## config.mk

```make
export PLATFORM = sky130hd
export DESIGN_NAME = alu_exec
export DESIGN_NICKNAME = d
export VERILOG_FILES = /design/src/rtl/alu_pkg.sv /design/src/rtl/alu_digit_slice.sv /design/src/rtl/alu_exec.sv
export SDC_FILE = /design/constraint.sdc
export NUM_CORES = 1
export LEC_CHECK = 0
export ABC_AREA = 1
export CORE_UTILIZATION = 35
export DETAILED_ROUTE_END_ITERATION = 16
export PLACE_DENSITY = 0.71
export SLEW_MARGIN = 20
export SYNTH_ARGS = -nofsm -noshare
export SYNTH_HDL_FRONTEND = slang
export SYNTH_SLANG_ARGS = --single-unit
export TNS_END_PERCENT = 10
```

## constraint.sdc

```tcl
create_clock -name clk -period 3.33 [get_ports clk]
set_clock_uncertainty 0.1 [all_clocks]
set_input_delay 0.666 -clock clk [delete_from_list [all_inputs] [get_ports clk]]
set_output_delay 0.666 -clock clk [all_outputs]
set_load 0.02 [all_outputs]
```

## src/rtl/alu_pkg.sv

```systemverilog
// alu_pkg: shared function codes, FSM state encoding and default widths for alu_exec.
package alu_pkg;

    localparam int unsigned DATA_W_DEF  = 8;
    localparam int unsigned DIGIT_W_DEF = 4;

    // alu_func codes; 101-111 are illegal and yield a zero result
    localparam logic [2:0] ALU_MOVE = 3'b000;
    localparam logic [2:0] ALU_ADD  = 3'b001;
    localparam logic [2:0] ALU_SUB  = 3'b010;
    localparam logic [2:0] ALU_AND  = 3'b011;
    localparam logic [2:0] ALU_OR   = 3'b100;

    typedef enum logic [1:0] {
        ST_IDLE = 2'd0,
        ST_RUN  = 2'd1,
        ST_DONE = 2'd2
    } alu_state_e;

endpackage

```

## src/rtl/alu_digit_slice.sv

```systemverilog
// alu_digit_slice: combinational DIGIT_W-wide slice of the digit-serial ALU.
module alu_digit_slice
    import alu_pkg::*;
#(
    parameter int unsigned DIGIT_W = DIGIT_W_DEF
) (
    input  logic [DIGIT_W-1:0] a,
    input  logic [DIGIT_W-1:0] b,
    input  logic               cin,
    input  logic [2:0]         func,
    output logic [DIGIT_W-1:0] digit,
    output logic               cout
);

    logic [DIGIT_W:0]   sum;
    logic [DIGIT_W-1:0] b_eff;

    // Subtraction reuses the adder with inverted B; the +1 arrives as the initial carry-in
    always_comb begin
        b_eff = (func == ALU_SUB) ? ~b : b;
        sum   = {1'b0, a} + {1'b0, b_eff} + {{DIGIT_W{1'b0}}, cin};
        digit = '0;
        cout  = 1'b0;
        case (func)
            ALU_MOVE: digit = b;
            ALU_ADD, ALU_SUB: begin
                digit = sum[DIGIT_W-1:0];
                cout  = sum[DIGIT_W];
            end
            ALU_AND:  digit = a & b;
            ALU_OR:   digit = a | b;
            default:  digit = '0;
        endcase
    end

endmodule

```

## src/rtl/alu_exec.sv

```systemverilog
// alu_exec: multi-cycle digit-serial ALU with a registered one-cycle completion pulse.
// Optional: define ALU_FLAGS_EN to add registered alu_zero / alu_carry outputs.
module alu_exec
    import alu_pkg::*;
#(
    parameter int unsigned DATA_W  = DATA_W_DEF,
    parameter int unsigned DIGIT_W = DIGIT_W_DEF
) (
    input  logic              clk,
    input  logic              rst,
    input  logic              en_group,
    input  logic [2:0]        alu_func,
    input  logic              alu_in_sel,
    input  logic [DATA_W-1:0] rs_data,
    input  logic [DATA_W-1:0] rt_data,
    input  logic [DATA_W-1:0] imm,
    output logic [DATA_W-1:0] alu_result,
    output logic              alu_end,
`ifdef ALU_FLAGS_EN
    output logic              alu_zero,
    output logic              alu_carry,
`endif
    output logic              alu_busy
);

    localparam int unsigned N     = DATA_W / DIGIT_W;
    localparam int unsigned CNT_W = (N > 1) ? $clog2(N) : 1;
    localparam logic [CNT_W-1:0] CNT_LAST = CNT_W'(N - 1);

    alu_state_e         state_q, state_d;
    logic [CNT_W-1:0]   cnt_q, cnt_d;
    logic [DATA_W-1:0]  a_q, a_d, b_q, b_d;
    logic [2:0]         func_q, func_d;
    logic               carry_q, carry_d;
    logic [DATA_W-1:0]  result_q, result_d;
    logic               armed_q, armed_d;

    logic [DIGIT_W-1:0] a_dig, b_dig, slice_digit;
    logic               slice_cout;

    assign a_dig = a_q[int'(cnt_q)*DIGIT_W +: DIGIT_W];
    assign b_dig = b_q[int'(cnt_q)*DIGIT_W +: DIGIT_W];

    alu_digit_slice #(
        .DIGIT_W (DIGIT_W)
    ) u_slice (
        .a     (a_dig),
        .b     (b_dig),
        .cin   (carry_q),
        .func  (func_q),
        .digit (slice_digit),
        .cout  (slice_cout)
    );

    // Next-state: accept a start in IDLE, one digit per RUN edge, single DONE cycle
    always_comb begin
        state_d  = state_q;
        cnt_d    = cnt_q;
        a_d      = a_q;
        b_d      = b_q;
        func_d   = func_q;
        carry_d  = carry_q;
        result_d = result_q;
        armed_d  = armed_q;
        // en_group low re-arms so a level still high after DONE cannot restart
        if (!en_group) armed_d = 1'b1;
        unique case (state_q)
            ST_IDLE: begin
                if (en_group && armed_q) begin
                    a_d      = rs_data;
                    b_d      = alu_in_sel ? imm : rt_data;
                    func_d   = alu_func;
                    carry_d  = (alu_func == ALU_SUB);
                    cnt_d    = '0;
                    result_d = '0;
                    state_d  = ST_RUN;
                end
            end
            ST_RUN: begin
                if (!en_group) begin
                    // Abort: partial result is left as-is, no completion pulse
                    state_d = ST_IDLE;
                end else begin
                    result_d[int'(cnt_q)*DIGIT_W +: DIGIT_W] = slice_digit;
                    carry_d = slice_cout;
                    if (cnt_q == CNT_LAST) state_d = ST_DONE;
                    else                   cnt_d   = cnt_q + 1'b1;
                end
            end
            ST_DONE: begin
                armed_d = 1'b0;
                state_d = ST_IDLE;
            end
            default: state_d = ST_IDLE;
        endcase
    end

    // State and datapath registers with synchronous reset
    always_ff @(posedge clk) begin
        if (rst) begin
            state_q  <= ST_IDLE;
            cnt_q    <= '0;
            a_q      <= '0;
            b_q      <= '0;
            func_q   <= ALU_MOVE;
            carry_q  <= 1'b0;
            result_q <= '0;
            armed_q  <= 1'b1;
        end else begin
            state_q  <= state_d;
            cnt_q    <= cnt_d;
            a_q      <= a_d;
            b_q      <= b_d;
            func_q   <= func_d;
            carry_q  <= carry_d;
            result_q <= result_d;
            armed_q  <= armed_d;
        end
    end

`ifdef ALU_FLAGS_EN
    logic zero_q, cflag_q;

    // Flags capture the final result and carry on the RUN->DONE edge only
    always_ff @(posedge clk) begin
        if (rst) begin
            zero_q  <= 1'b0;
            cflag_q <= 1'b0;
        end else if (state_q == ST_RUN && state_d == ST_DONE) begin
            zero_q  <= (result_d == '0);
            cflag_q <= (func_q == ALU_ADD || func_q == ALU_SUB) ? slice_cout : 1'b0;
        end
    end

    assign alu_zero  = zero_q;
    assign alu_carry = cflag_q;
`endif

    // Outputs decode registers only; nothing combinational from inputs
    assign alu_result = result_q;
    assign alu_end    = (state_q == ST_DONE);
    assign alu_busy   = (state_q == ST_RUN);

endmodule

```

== After elaboration in Yosys (flattened, before gate mapping) ==
Cells that the tools add are included.

* Add/sub/neg operators: 4
* Multipliers: 0
* Div/mod/pow operators: 0
* $lt $le $gt $ge: 0
* Equality and inequality tests: 11
* Shift operators: 4
* Multiplexer cells: 21
* Bitwise logic cells: 3
* Reduce and logical (&&, ||, !) cells: 8

{| class="wikitable"
|+ Operators by type and width
! operator !! number
|-
| negator 3 -> 34 bit || 1
|-
| variable shift 4 x 34 -> 8 bit, first input constant || 1
|-
| indexed part select 4 x 34 -> 8 bit || 1
|-
| two-way mux 8 bit || 3
|-
| one-hot mux 4 bit (4 select lines) || 1
|-
| one-hot mux 8 bit (2 select lines) || 1
|-
| indexed part select 8 x 4 -> 4 bit || 2
|-
| == test 3 x 2 -> 1 bit, second input constant || 3
|-
| bitwise mux 8 bit || 1
|-
| two-way mux 1 bit || 8
|-
| two-way mux 2 bit || 3
|-
| adder 4 x 4 -> 5 bit || 1
|-
| adder 5 x 1 -> 5 bit || 1
|-
| bitwise AND 4 bit || 1
|-
| two-way mux 4 bit || 1
|-
| != test 2 bit, second input constant || 2
|-
| NOT 4 bit || 1
|-
| bitwise OR 4 bit || 1
|-
| one-hot mux 1 bit (2 select lines) || 2
|-
| one-hot mux 2 bit (2 select lines) || 1
|-
| AND reduction 2 bit || 2
|-
| == test 3 x 1 -> 1 bit, second input constant || 1
|-
| == test 3 bit, second input constant || 1
|-
| zero test 3 bit || 1
|-
| 10 further kinds || 10
|}

* Bits in registers: 32
* Latch bits: 0
* Bits in writable memories: 0
* ROM bits: 0
* Input port bits: 31
* Output and inout port bits: 10
* Logic and storage cells: 59
* Memories kept: 0

== Longest topological paths before layout ==
Gate-level depths: netlist (run 1).

* Depth in word-level cells: 10
* Depth in mapped cells: 14
* Gate-level depth less buffers: 13

== Hierarchy ==
A second synthesis (run 1) with hierarchy kept.

* Cell total of the unflattened synthesis: 265
* Area total of the unflattened synthesis: 1784.2 µm²

{| class="wikitable"
|+ Modules (own cells, without submodules)
! module !! instances !! cells each !! area each (µm²) !! sequential area each (µm²)
|-
| alu_exec || 1 || 203 || 1421.4 || 640.6
|-
| alu_digit_slice || 1 || 62 || 362.8 || 0.0
|}

== Least setup slack after synthesis (run 1) ==
OpenSTA, ideal clock, no wires.

* Path kind: register to register
* Start: reg cnt_q
* End: reg result_q[5], in the netlist alu_result[5]
* Library setup time: 134 ps
* Arrival time: 2012 ps
* Required time: 3096 ps
* Setup slack: 1084 ps
* Cell stages (with the launch flop): 13
* Buffers on the path: 1
* Period minus slack after synthesis: 2246 ps
* Cell sequence: dfxtp_1 > buf_4 > o21ai_0 > xnor2_1 > fa_1 > fa_1 > inv_1 > nand2_1 > nand2_1 > inv_2 > nand2_1 > nand2_1 > a21oi_1

* Word-level cells in the longest chain between the ends: 10
* Elaborated cells on any way between the ends: 15
* Those cells by class: 3 x add/sub; 4 x shift; 5 x mux; 3 x bitwise

{| class="wikitable"
|+ RTL lines
! element !! RTL line !! source
|-
| start: declaration || alu_exec.sv:31 || <nowiki>logic [CNT_W-1:0] cnt_q, cnt_d;</nowiki>
|-
| start signal: assignment || alu_exec.sv:111 || <nowiki>cnt_q <= cnt_d;</nowiki>
|-
| indexed part select 8 x 4 -> 4 bit || alu_exec.sv:42 || <nowiki>assign b_dig = b_q[int'(cnt_q)*DIGIT_W +: DIGIT_W];</nowiki>
|-
| NOT 4 bit || alu_digit_slice.sv:20 || <nowiki>b_eff = (func == ALU_SUB) ? ~b : b;</nowiki>
|-
| two-way mux 4 bit || alu_digit_slice.sv:20 ||
|-
| adder 4 x 4 -> 5 bit || alu_digit_slice.sv:21 || <nowiki>sum = {1'b0, a} + {1'b0, b_eff} + {{DIGIT_W{1'b0}}, cin};</nowiki>
|-
| adder 5 x 1 -> 5 bit || alu_digit_slice.sv:21 ||
|-
| one-hot mux 4 bit (4 select lines) || alu_digit_slice.sv:24 || <nowiki>case (func)</nowiki>
|-
| indexed part select 4 x 34 -> 8 bit || alu_exec.sv:84 || <nowiki>result_d[int'(cnt_q)*DIGIT_W +: DIGIT_W] = slice_digit;</nowiki>
|-
| bitwise mux 8 bit (*) || alu_exec.sv:84 ||
|-
| two-way mux 8 bit (*) || alu_exec.sv:80 || <nowiki>if (!en_group) begin</nowiki>
|-
| one-hot mux 8 bit (2 select lines) (*) || alu_exec.sv:67 || <nowiki>unique case (state_q)</nowiki>
|-
| end signal: assignment || alu_exec.sv:116 || <nowiki>result_q <= result_d;</nowiki>
|-
| end: declaration || alu_exec.sv:35 || <nowiki>logic [DATA_W-1:0] result_q, result_d;</nowiki>
|}

Mark *: on every way between the ends. The rest lies on a longest branch, timed or not. The select of a mux whose other input is x is not followed.
A chain may end at the register's enable or synchronous reset.

== Worst setup path after layout (run 1) ==
* Start: reg cnt_q
* End: reg result_q[2], in the netlist alu_result[2]

The elaborated chain is that of the path after synthesis.

==> results.ini, run 1 <==
[floorplanning]
die_area_um2=5244
die_h_um=72.42
core-area_um2=4755
fp.dieW_um=72.42
ios=41
placementRows=25
start_util=0.3650

[timing]
worstMarginPinSlew_ns=0.4827
finalSetupTns_ns=0
rsz0062_at_grt=no
slew_viol_final=0
period_minus_slack_ns=2.416
hold_viol=0
timing.hold.ws_ns=0.3567
maxSlewHeadroom=0.6779
fmax_mhz=413.9
setup_viol=0
fin_crit_sh=0.7256

[detailed_routing]
wl_um=3713
drt_iter0_markers=80
drc=0
dr.pass1.iters=4
via_per_inst=4.485
drtAntennaViolNets=0
vias=1619
routedWlPerCell_um=10.29

[yosys]
synth_area_um2=1735
ys_ff_latch=32
yosysWarnings=0
synth_nets=291
syn_area_per_cell_um2=6.806
synth_cell_type_count=28
netlist_instances=255
ys_seq_area_frac=0.3691

[setup_path]
cp-end-kind=flop
path_class=flop to flop
worstSetupStartpointType=flop
path_max_fanout=15
slowest_delay_ns=0.47
path_cells=buf_4, o21ai_1, fa_1, fa_1, inv_1, or2_2, nand3_1, nand2_1, o21ai_1, a21oi_1
critPathArrivalTime_ns=2.52
cp.required_ns=3.44
crit_path_top_delay_cell=fa_1

[placement]
portBuffers=40
dp_hpwl_um=2879
place_congestion=0.9124

[cts]
cts.clk_slew.worst_paths_ns=0.07
cts_inserted_buffers=5
cts_buffer_depth=2
cts-htree-levels=2
cts_root_buf=clkbuf_8
cts-resized-gates=0
clock_sinks=32
clk-insertion-delay-late_ns=0.28
cts_hold_buffers=0
cts_tree=yes
post_cts_buffers=0

[cells_and_area]
syn_to_final_growth_pct=31.51
fillers=477
drive_above_1_share=0.09524
num_antenna_cells=0
nets=329

[outcome]
status=finished clean

[grt]
grt_util_all_layers=0.1591
grt_pass1_vias=1538
grt_pass1_wl_um=6527
grt_max_degree=22
grt_antenna_before_repair=0
grt.overflow.total=0

[min_path]
hold_class=flop to flop

[power]
p_leak_nw=0.9779
p_per_area_nw_per_um2=444.7
vdd_drop_max_mv=0.2113

[flow_run]
max-cap-violations=0

-- cells in the mapped netlist (all sizes together) --
| master | instances | area share |
|---|---|---|
| o21a | 1 | 0.0043 |
| ha | 3 | 0.022 |
| nand3 | 11 | 0.032 |
| buf | 6 | 0.024 |
| or2 | 1 | 0.0036 |
| inv | 40 | 0.087 |
| clkbuf | 5 | 0.011 |
| o21bai | 1 | 0.0043 |
| o21ai | 34 | 0.10 |
| nand2 | 49 | 0.11 |
| clkinv | 1 | 0.0022 |
| xor2 | 1 | 0.0050 |
| a31oi | 1 | 0.0036 |
| fa | 2 | 0.023 |
| a21oi | 34 | 0.10 |
| nand4 | 1 | 0.0072 |
| dfxtp | 32 | 0.37 |
| nor2 | 29 | 0.074 |
| xnor2 | 3 | 0.015 |
-- stage by stage --
stage	power [mW]	cell area (µm²)	util	setup WS, ns	cells
6_report	1.015	2282	0.4800	0.9139	361
5_1_grt	1.074	2282	0.4800	0.7332	361
4_1_cts	1.020	2282	0.4800	0.9263	361
3_5_place_dp	0.6586	2175	0.4574	0.8790	353
3_3_place_gp	0.6566	2175	0.4574	0.8871	353
2_1_floorplan	0.5840	1735	-	1.084	255
-- cell families (layout without fill, tap and decap cells) --
group	after synthesis	in the layout	synth area share
AO/OA/AOI/OAI	71	71	0.2170
XOR/XNOR	4	4	0.02019
adder cells (fa/ha/maj)	5	5	0.04470
buffers and inverters	52	91	0.1233
flip-flops	32	32	0.3691
AND/OR/NAND/NOR	91	91	0.2257
-- sequential cells by signal, summed over array words and instances, names as in the netlist --
signal / count
armed_q: 1
state_q: 2
cnt_q: 1
carry_q: 1
b_q: 8
a_q: 8
func_q: 3
alu_result: 8
-- per-layer routing --
metal	track usage	vias up	share of wire
met5	0	-	0
met4	0.03922	0	0.0092
met3	0.04167	7	0.048
met2	0.2741	45	0.46
met1	0.1973	683	0.48
li1	-	884	-
-- layout by cell type, fill, tap and decap left out, types with 2 or more instances in the layout --
master	synthesis	routed
nand2_1	47	47
clkdlybuf4s50_1	0	40
inv_1	35	35
a21oi_1	33	33
dfxtp_1	32	32
nor2_1	23	23
o21ai_0	22	22
nand3_1	11	11
o21ai_1	9	9
inv_2	5	5
nor2_2	5	5
clkbuf_8	0	5
o21ai_2	3	3
xnor2_1	3	3
ha_1	3	3
nand2_2	2	2
fa_1	2	2
buf_4	2	2
-- cell type report --
class | instances | area [µm²] | area share
sequential | 32 | 640.6 | 0.2807
tap | 67 | 83.83 | 0.03673
timing repair buffer | 42 | 415.4 | 0.1820
multi-input combinational | 171 | 880.8 | 0.3860
inverter | 41 | 153.9 | 0.06743
clock inverter | 2 | 35.03 | 0.01535
clock buffer | 6 | 72.57 | 0.03180
-- power by group --
group	total, mW	switching, mW	internal (mW)
combinational	0.231	0.130	0.101
clock	0.364	0.142	0.222
sequential	0.420	0.0130	0.407
total	1.01	0.285	0.730
-- critical path: cells and delay by family (launching register included) --
family,cells,cell delay (ns)
AO/OA/AOI/OAI,3,0.37
adder cells (fa/ha/maj),2,0.85
buffers and inverters,2,0.33
flip-flops,1,0.44
AND/OR/NAND/NOR,3,0.24
-- worst paths after layout --
path	from	endpoint	slack, ns	cells after the start
worst max register to register	cnt_q	alu_result[2]	0.91	10
worst min register to register	a_q[4]	a_q[4]	0.36	2
worst min-delay path	a_q[4]	a_q[4]	0.36	2
worst max-delay path	cnt_q	alu_result[2]	0.91	10
No activity file was read; power rests on OpenSTA's default activity.
==> run 2, diff against run 1 <==
PLACE_DENSITY = 0.73   (was 0.71)
clock period = 2.22 ns   (was 3.33 ns; I/O delays follow)
==> results.ini, run 2 (synthesis gave the netlist of run 1 again) <==
[placement]
dpl_cell_area_um2=2235
dp_hpwl_um=2998
place_congestion=0.9051
portBuffers=40

[cts]
cts_hold_buffers=0
cts_buffer_depth=2
cts.clk_slew.worst_paths_ns=0.07
cts-htree-levels=2
cts_inserted_buffers=5
cts_root_buf=clkbuf_8
clock_sinks=32
clk-insertion-delay-late_ns=0.28
cts_tree=yes

[power]
combinationalPowerShare=0.263
p_total_mw=1.424
vdd_drop_max_mv=0.3121
intPower_uw=993.0
clkPwrFrac=0.295
share_seq_of_total_power=0.442
p_leak_nw=1.007
p_per_area_nw_per_um2=607.5
sw_frac_of_total=0.3024
switchingPower_uw=430.5

[timing]
setup_viol=0
maxSlewHeadroom=0.6857
slew_viol_final=0
fin_crit_sh=0.9536
rsz0062_at_grt=yes
fmax_mhz=472.4
hold_viol=0
timing.hold.ws_ns=0.3587
period_minus_slack_ns=2.117
worstMarginPinSlew_ns=0.4709

[cells_and_area]
layout_commonest_cell=nand2_1
nets=338
syn_to_final_growth_pct=35.04
num_antenna_cells=0
stdcell_area_um2=2344
final_cell_mix=nand2_1, clkdlybuf4s50_1, inv_1
drive_above_1_share=0.1424

[setup_path]
slowest_delay_ns=0.52
cp-end-kind=flop
path_class=flop to flop
critPathTopFamily=adder cells
path_max_fanout=3
path_cells=inv_1, nand3_1, xnor2_1, fa_2, fa_2, inv_1, nand2_1, nand2_1, inv_2, nand2_1, nand2_1, a21oi_1
crit_top_cell=nand2_1
crit_path_top_delay_cell=fa_2
worstSetupStartpointType=flop
cp.required_ns=2.30
cp.buffers_inverters=3
critPathArrivalTime_ns=2.19

[grt]
grt_max_degree=22
grt_pass1_vias=1596
grt_antenna_before_repair=0
grt_pass1_wl_um=6624
grt_util_all_layers=0.1643
grt.overflow.total=0

[floorplanning]
placementRows=25
ios=41
core-area_um2=4755
start_util=0.3650
fp.dieW_um=72.42
die_h_um=72.42
die_area_um2=5244

[detailed_routing]
vias=1690
via_per_inst=4.580
routedWlPerCell_um=10.43
wl_um=3849
dr.pass1.iters=4
drc=0
drt_iter0_markers=105
drtAntennaViolNets=0

[flow_run]
max-cap-violations=0

[outcome]
status=finished clean

[min_path]
hold_class=flop to flop

## run 2: changes by cell type in the layout (fill, tap and decap cells not counted), sizes merged
cell and change:
clkbuf -1, clkinvlp +1, buf +9, bufinv -1
## run 2: worst min-delay path, cell delays in order (launching register included)
cell     delay [ns]
dfxtp_1        0.30
inv_1          0.06
a21oi_1        0.06
## run 2: worst paths after layout
| kind | startpoint | to | slack (ns) | depth (start not counted) |
|---|---|---|---|---|
| worst max-delay path | func_q[0] | alu_result[1] | 0.10 | 12 |
| worst max register to register | func_q[0] | alu_result[1] | 0.10 | 12 |
| worst min-delay path | a_q[5] | a_q[5] | 0.36 | 2 |
| worst min register to register | a_q[5] | a_q[5] | 0.36 | 2 |
## run 2: layout make-up
cell class / count / area (µm²)
multi-input cells: 171 / 893.4
clock buffers: 5 / 68.82
clock inverters: 2 / 12.51
well taps: 67 / 83.83
repair buffers: 51 / 486.7
fillers: 481 / 2411
inverters: 41 / 153.9
flip-flops and latches: 32 / 644.4
## run 2: stage by stage
step	setup TNS (ns)	utilization	std cells	setup WS, ns
2_1_floorplan	0	-	255	0.01610
3_3_place_gp	0	0.4700	361	0.02376
3_5_place_dp	-0.02531	0.4700	361	-0.02506
4_1_cts	0	0.4874	368	0.02355
5_1_grt	-0.02100	0.4929	369	-0.01184
6_report	0	0.4929	369	0.1029
## run 2: per-layer routing
metal / GRT usage / routed length, µm
met4: 0.06972 / 91
met5: 0 / 0
met1: 0.1954 / 1732
met3: 0.04167 / 181
met2: 0.2804 / 1844
## run 2: timing repair
action,in CTS,in global routing
pin swaps,0,1
setup endpoints to repair,3,7
resized for setup,1,7
setup buffers,0,1
## run 2: power by group through the flow
stage               sequential [mW]  combinational (mW)  clock, mW
CTS                           0.629               0.363      0.432
detailed placement            0.642               0.361          0
finish                        0.629               0.375      0.420
global route                  0.633               0.432      0.450
global placement              0.641               0.356          0
floorplan                     0.641               0.236          0
